==> config.mk <==
export PLATFORM = sky130hd
export DESIGN_NAME = mul_shift_16to32
export DESIGN_NICKNAME = d
export VERILOG_FILES = /design/src/rtl/mul_shift_16to32.sv
export SDC_FILE = /design/constraint.sdc
export NUM_CORES = 1
export LEC_CHECK = 0
export CAP_MARGIN = 0
export CORE_MARGIN = 10
export CORE_UTILIZATION = 60
export CTS_BUF_LIST = sky130_fd_sc_hd__clkbuf_16
export DETAILED_ROUTE_END_ITERATION = 8
export PLACE_DENSITY = 0.85
export SYNTH_ARGS = -nofsm -noshare
export SYNTH_HDL_FRONTEND = slang
export SYNTH_SLANG_ARGS = --single-unit
==> constraint.sdc <==
create_clock -name clk -period 4.8 [get_ports clk]
set_input_delay 0.96 -clock clk [delete_from_list [all_inputs] [get_ports clk]]
set_output_delay 0.96 -clock clk [all_outputs]
set_load 0.01 [all_outputs]
==> src/rtl/mul_shift_16to32.sv <==
// rtl/mul_shift_16to32.sv - sequential unsigned shift-and-add multiplier, W x W -> 2W
module mul_shift_16to32 #(
  parameter int W = 16
) (
  input  logic           clk,
  input  logic           rst,
  input  logic           start,
  input  logic [W-1:0]   a,
  input  logic [W-1:0]   b,
  output logic           busy,
  output logic           done,
  output logic [2*W-1:0] out
);

  localparam int CW = $clog2(W);

  typedef enum logic [1:0] {
    IDLE = 2'd0,
    CALC = 2'd1,
    FIN  = 2'd2
  } state_t;

  state_t           state_q, state_d;
  logic [2*W-1:0]   mcand_q, mcand_d;
  logic [W-1:0]     mplier_q, mplier_d;
  logic [2*W-1:0]   acc_q, acc_d;
  logic [CW-1:0]    cnt_q, cnt_d;
  logic             busy_q, busy_d;
  logic             done_q, done_d;
  logic [2*W-1:0]   out_q, out_d;

  // State and datapath registers; reset clears everything and wins over start.
  always_ff @(posedge clk) begin
    if (rst) begin
      state_q  <= IDLE;
      mcand_q  <= '0;
      mplier_q <= '0;
      acc_q    <= '0;
      cnt_q    <= '0;
      busy_q   <= 1'b0;
      done_q   <= 1'b0;
      out_q    <= '0;
    end else begin
      state_q  <= state_d;
      mcand_q  <= mcand_d;
      mplier_q <= mplier_d;
      acc_q    <= acc_d;
      cnt_q    <= cnt_d;
      busy_q   <= busy_d;
      done_q   <= done_d;
      out_q    <= out_d;
    end
  end

  // Next-state logic: capture operands in IDLE, one add/shift per CALC cycle, publish in FIN.
  always_comb begin
    state_d  = state_q;
    mcand_d  = mcand_q;
    mplier_d = mplier_q;
    acc_d    = acc_q;
    cnt_d    = cnt_q;
    busy_d   = busy_q;
    done_d   = 1'b0;
    out_d    = out_q;
    case (state_q)
      IDLE: begin
        if (start) begin
          mcand_d  = {{W{1'b0}}, a};
          mplier_d = b;
          acc_d    = '0;
          cnt_d    = '0;
          busy_d   = 1'b1;
          state_d  = CALC;
        end
      end
      CALC: begin
        // Always W iterations, even once the multiplier has shifted down to zero.
        if (mplier_q[0]) begin
          acc_d = acc_q + mcand_q;
        end
        mcand_d  = mcand_q << 1;
        mplier_d = mplier_q >> 1;
        cnt_d    = cnt_q + CW'(1);
        if (cnt_q == CW'(W - 1)) begin
          state_d = FIN;
        end
      end
      FIN: begin
        out_d   = acc_q;
        done_d  = 1'b1;
        busy_d  = 1'b0;
        state_d = IDLE;
      end
      default: begin
        state_d = IDLE;
      end
    endcase
  end

  assign busy = busy_q;
  assign done = done_q;
  assign out  = out_q;

endmodule

==> summary.md <==
| Metric | Value |
|---|---|
| Area contributors post-synth | dfxtp_1, a22o_1, ha_1 |
| Pin count of the biggest net entering global routing | 44 |
| Drt initial violations | 608 |
| Routed Antenna Nets | 0 |
| Unrepaired setup endpoints after global routing | no |
| Worst slew pin tran | 1070 ps |
| TNS Setup | 0 ps |
| Ratio of final minimum period to clock period | 65.2% |
| H-tree level count | 4 |
| Vias per cell | 6.19 |
| Register area | 0.00240 sq mm |
| HPWL Detailed | 9670 um |
| Post-synth top area share | 42.8% |
| Max VDD drop | 0.248 mV |
| Ports | 69 |
| Yosys cell types | 48 |
| Final net count | 776 |
| Most used DFF post-synth | dfxtp_1 |
| Area of the multi-input gates | 0.00303 sq mm |
| Fmax | 319 MHz |
| CTS buffer count | 17 |
| Cts hold-fix bufs | 0 |
| Clock transition at path regs | 60 ps |
| CP Class | reg -> reg |
| Fin crit period | 3130 ps |
| Synth area leader | dfxtp_1 |
| Startpoint types | flop |
| Vias in the first global route | 5022 |
| PortBufs | 68 |
| Total GRT Usage | 21.5% |
| Finished Layout Cells | 832 |
| Max_slew headroom | 28.4% |
| CP delay by family, top | compound AO/OA/AOI/OAI gates |
| Post-synthesis sequential area ratio | 42.8% |
| DIE AREA | 0.0136 sq mm |
| CTS Buffer Depth | 2 |
| Fin Clk Skew | 10.5 ps |
| Most frequent cells in the layout | dfxtp_1, nor2_1, clkdlybuf4s50_1 |
| Initial antenna violation count | 0 |
| Max incr delay on CP | 500 ps |
| Syn_area_per_cell | 8.62 sq um |
| Synth async-reset ratio | 0% |
| Post-CTS Setup Bufs | 0 |
| DP Cell Count | 800 |
| Max-slew violation count | 0 |
| Setup crit end kind | flop |
| Chip height | 117 um |
| CP max stage cell | a2111oi_2 |
| CP Max Fanout | 3 |
| Cells after Synth | 651 |
| WL final | 14300 um |
| Critical Path AT | 3420 ps |
| EDFF count, synth | 0 |
| Worst-skew pair later-pin latency | 410 ps |
| CP Data Required Time | 5090 ps |
| Routed vias | 5152 |
| Fillers | 617 |
| Area delta synth->final | 23.5% |
| CTS sink count | 120 |
| Worst path cell trace | ha_1, inv_1, fa_1, nand2b_1, a21oi_1, o21ai_0, a2111oi_2, o21a_2, a41oi_2, nand3_1, a31oi_1, xnor2_1, a22o_1 |
| First drt pass iteration count | 5 |
| CTS tree | built |
| FF+latch count, synth | 120 |
| Commonest non-fill, non-tap cell in the layout | dfxtp_1 |
| Antenna Cells | 0 |
| Worst path buffer plus inverter count | 1 |
| Outcome | complete, no violations |
| Gpl congestion | 0.958 |
| Chip width | 117 um |
| P_leak | 2.89 nW |
| Gr ovfl total | 0 |
| Root Driver | clkbuf_16 |
| Fraction of layout cells with a size suffix above 1 | 7.49% |
| Post-CTS Resized | 0 |
| Post-Syn Area | 0.00561 sq mm |
| Type of the most critical hold path | reg -> reg |
| Power per cell area | 359 mW/mm^2 |
| Drt wl/cell | 17.2 um |
| DRC | 0 |
| # rows | 35 |
| Yosys warns | 0 |
| Max cap viols | 0 |
| Final Hold Viols | 0 |
| Initial Util | 61.3% |
| Syn nets | 719 |
| Total core area | 0.00915 sq mm |
| First-pass GRT wire length | 23700 um |
| Final setup violation count | 0 |
==> tightest hold or removal path: cells and delay by family, from the launching register on <==
kind	cells	cell delay (ps)
simple gates	1	50
flops	1	310
compound gates	1	50
==> flip-flops by register name (all words and copies together) (netlist names) <==
name / count
acc_q: 32
mcand_q: 32
out: 32
mplier_q: 16
cnt_q: 4
state_q: 2
busy: 1
done: 1
==> area by class of cell <==
type | instances | area share, %
clock buffers | 17 | 6.14
clock inverters | 15 | 2.20
inverters | 10 | 0.542
multi-input cells | 483 | 43.8
flip-flops and latches | 120 | 34.7
well taps | 111 | 2.01
repair buffers | 76 | 10.6
==> power by group <==
part | internal (mW) | total (mW) | switching (mW)
Combinational | 0.0783 | 0.200 | 0.122
Clock | 0.764 | 1.24 | 0.471
Sequential | 1.03 | 1.05 | 0.0275
Total | 1.87 | 2.49 | 0.621
==> path summary, 6_finish.rpt <==
kind / start / to / slack (ps) / cells after the start
max: mcand_q[0] / acc_q[28] / 1670 / 13
min: mplier_q[13] / mplier_q[13] / 460 / 2
max reg2reg: mcand_q[0] / acc_q[28] / 1670 / 13
min reg2reg: mplier_q[13] / mplier_q[13] / 460 / 2
==> synth_stat cells, types with 2 or more instances <==
cell type,instances
a211oi_1,6
a21o_1,11
a21oi_1,63
a22o_1,49
a22oi_1,18
a31oi_1,5
and2_1,2
buf_1,5
buf_2,2
clkbuf_1,31
dfxtp_1,120
ha_1,32
inv_1,10
nand2_1,53
nand2b_1,10
nand3_1,25
nand4_1,6
nor2_1,98
nor2b_1,4
nor3_1,5
nor4_1,23
o21a_1,4
o21ai_0,16
o21ai_1,2
o21ai_2,2
o31ai_1,2
xnor2_1,14
xor2_1,13
==> layer usage <==
layer  GRT usage [%]  up-vias  part of all wire (%)
met5               0        -                     0
met4            7.66        0                   2.4
met3            6.11       41                   8.6
met2            34.8      265                    46
met1            26.6     2373                    43
li1                -     2473                     -
==> metrics by stage <==
stage	instance area [sq um]	power [mW]	utilization [%]	hold WS, ps	setup WS [ps]
2_1_floorplan	5610	1.20	-	436	2080
3_3_place_gp	6350	1.26	69.4	445	1740
3_5_place_dp	6350	1.27	69.4	447	1720
4_1_cts	6930	2.49	75.7	455	1740
5_1_grt	6930	2.57	75.7	473	1490
6_report	6930	2.49	75.7	457	1670
==> kinds of logic (layout without fill, tap and decap cells) <==
kind of cell / Yosys count / after routing / share of synthesized area, %
adder cells (fa/ha/maj): 33 / 33 / 7.49
buffers and inverters: 48 / 118 / 3.26
XOR/XNOR: 27 / 27 / 4.22
AO/OA/AOI/OAI: 192 / 192 / 23.8
AND/OR/NAND/NOR: 231 / 231 / 18.4
flip-flops: 120 / 120 / 42.8
Power figures use the tool's default switching activity.
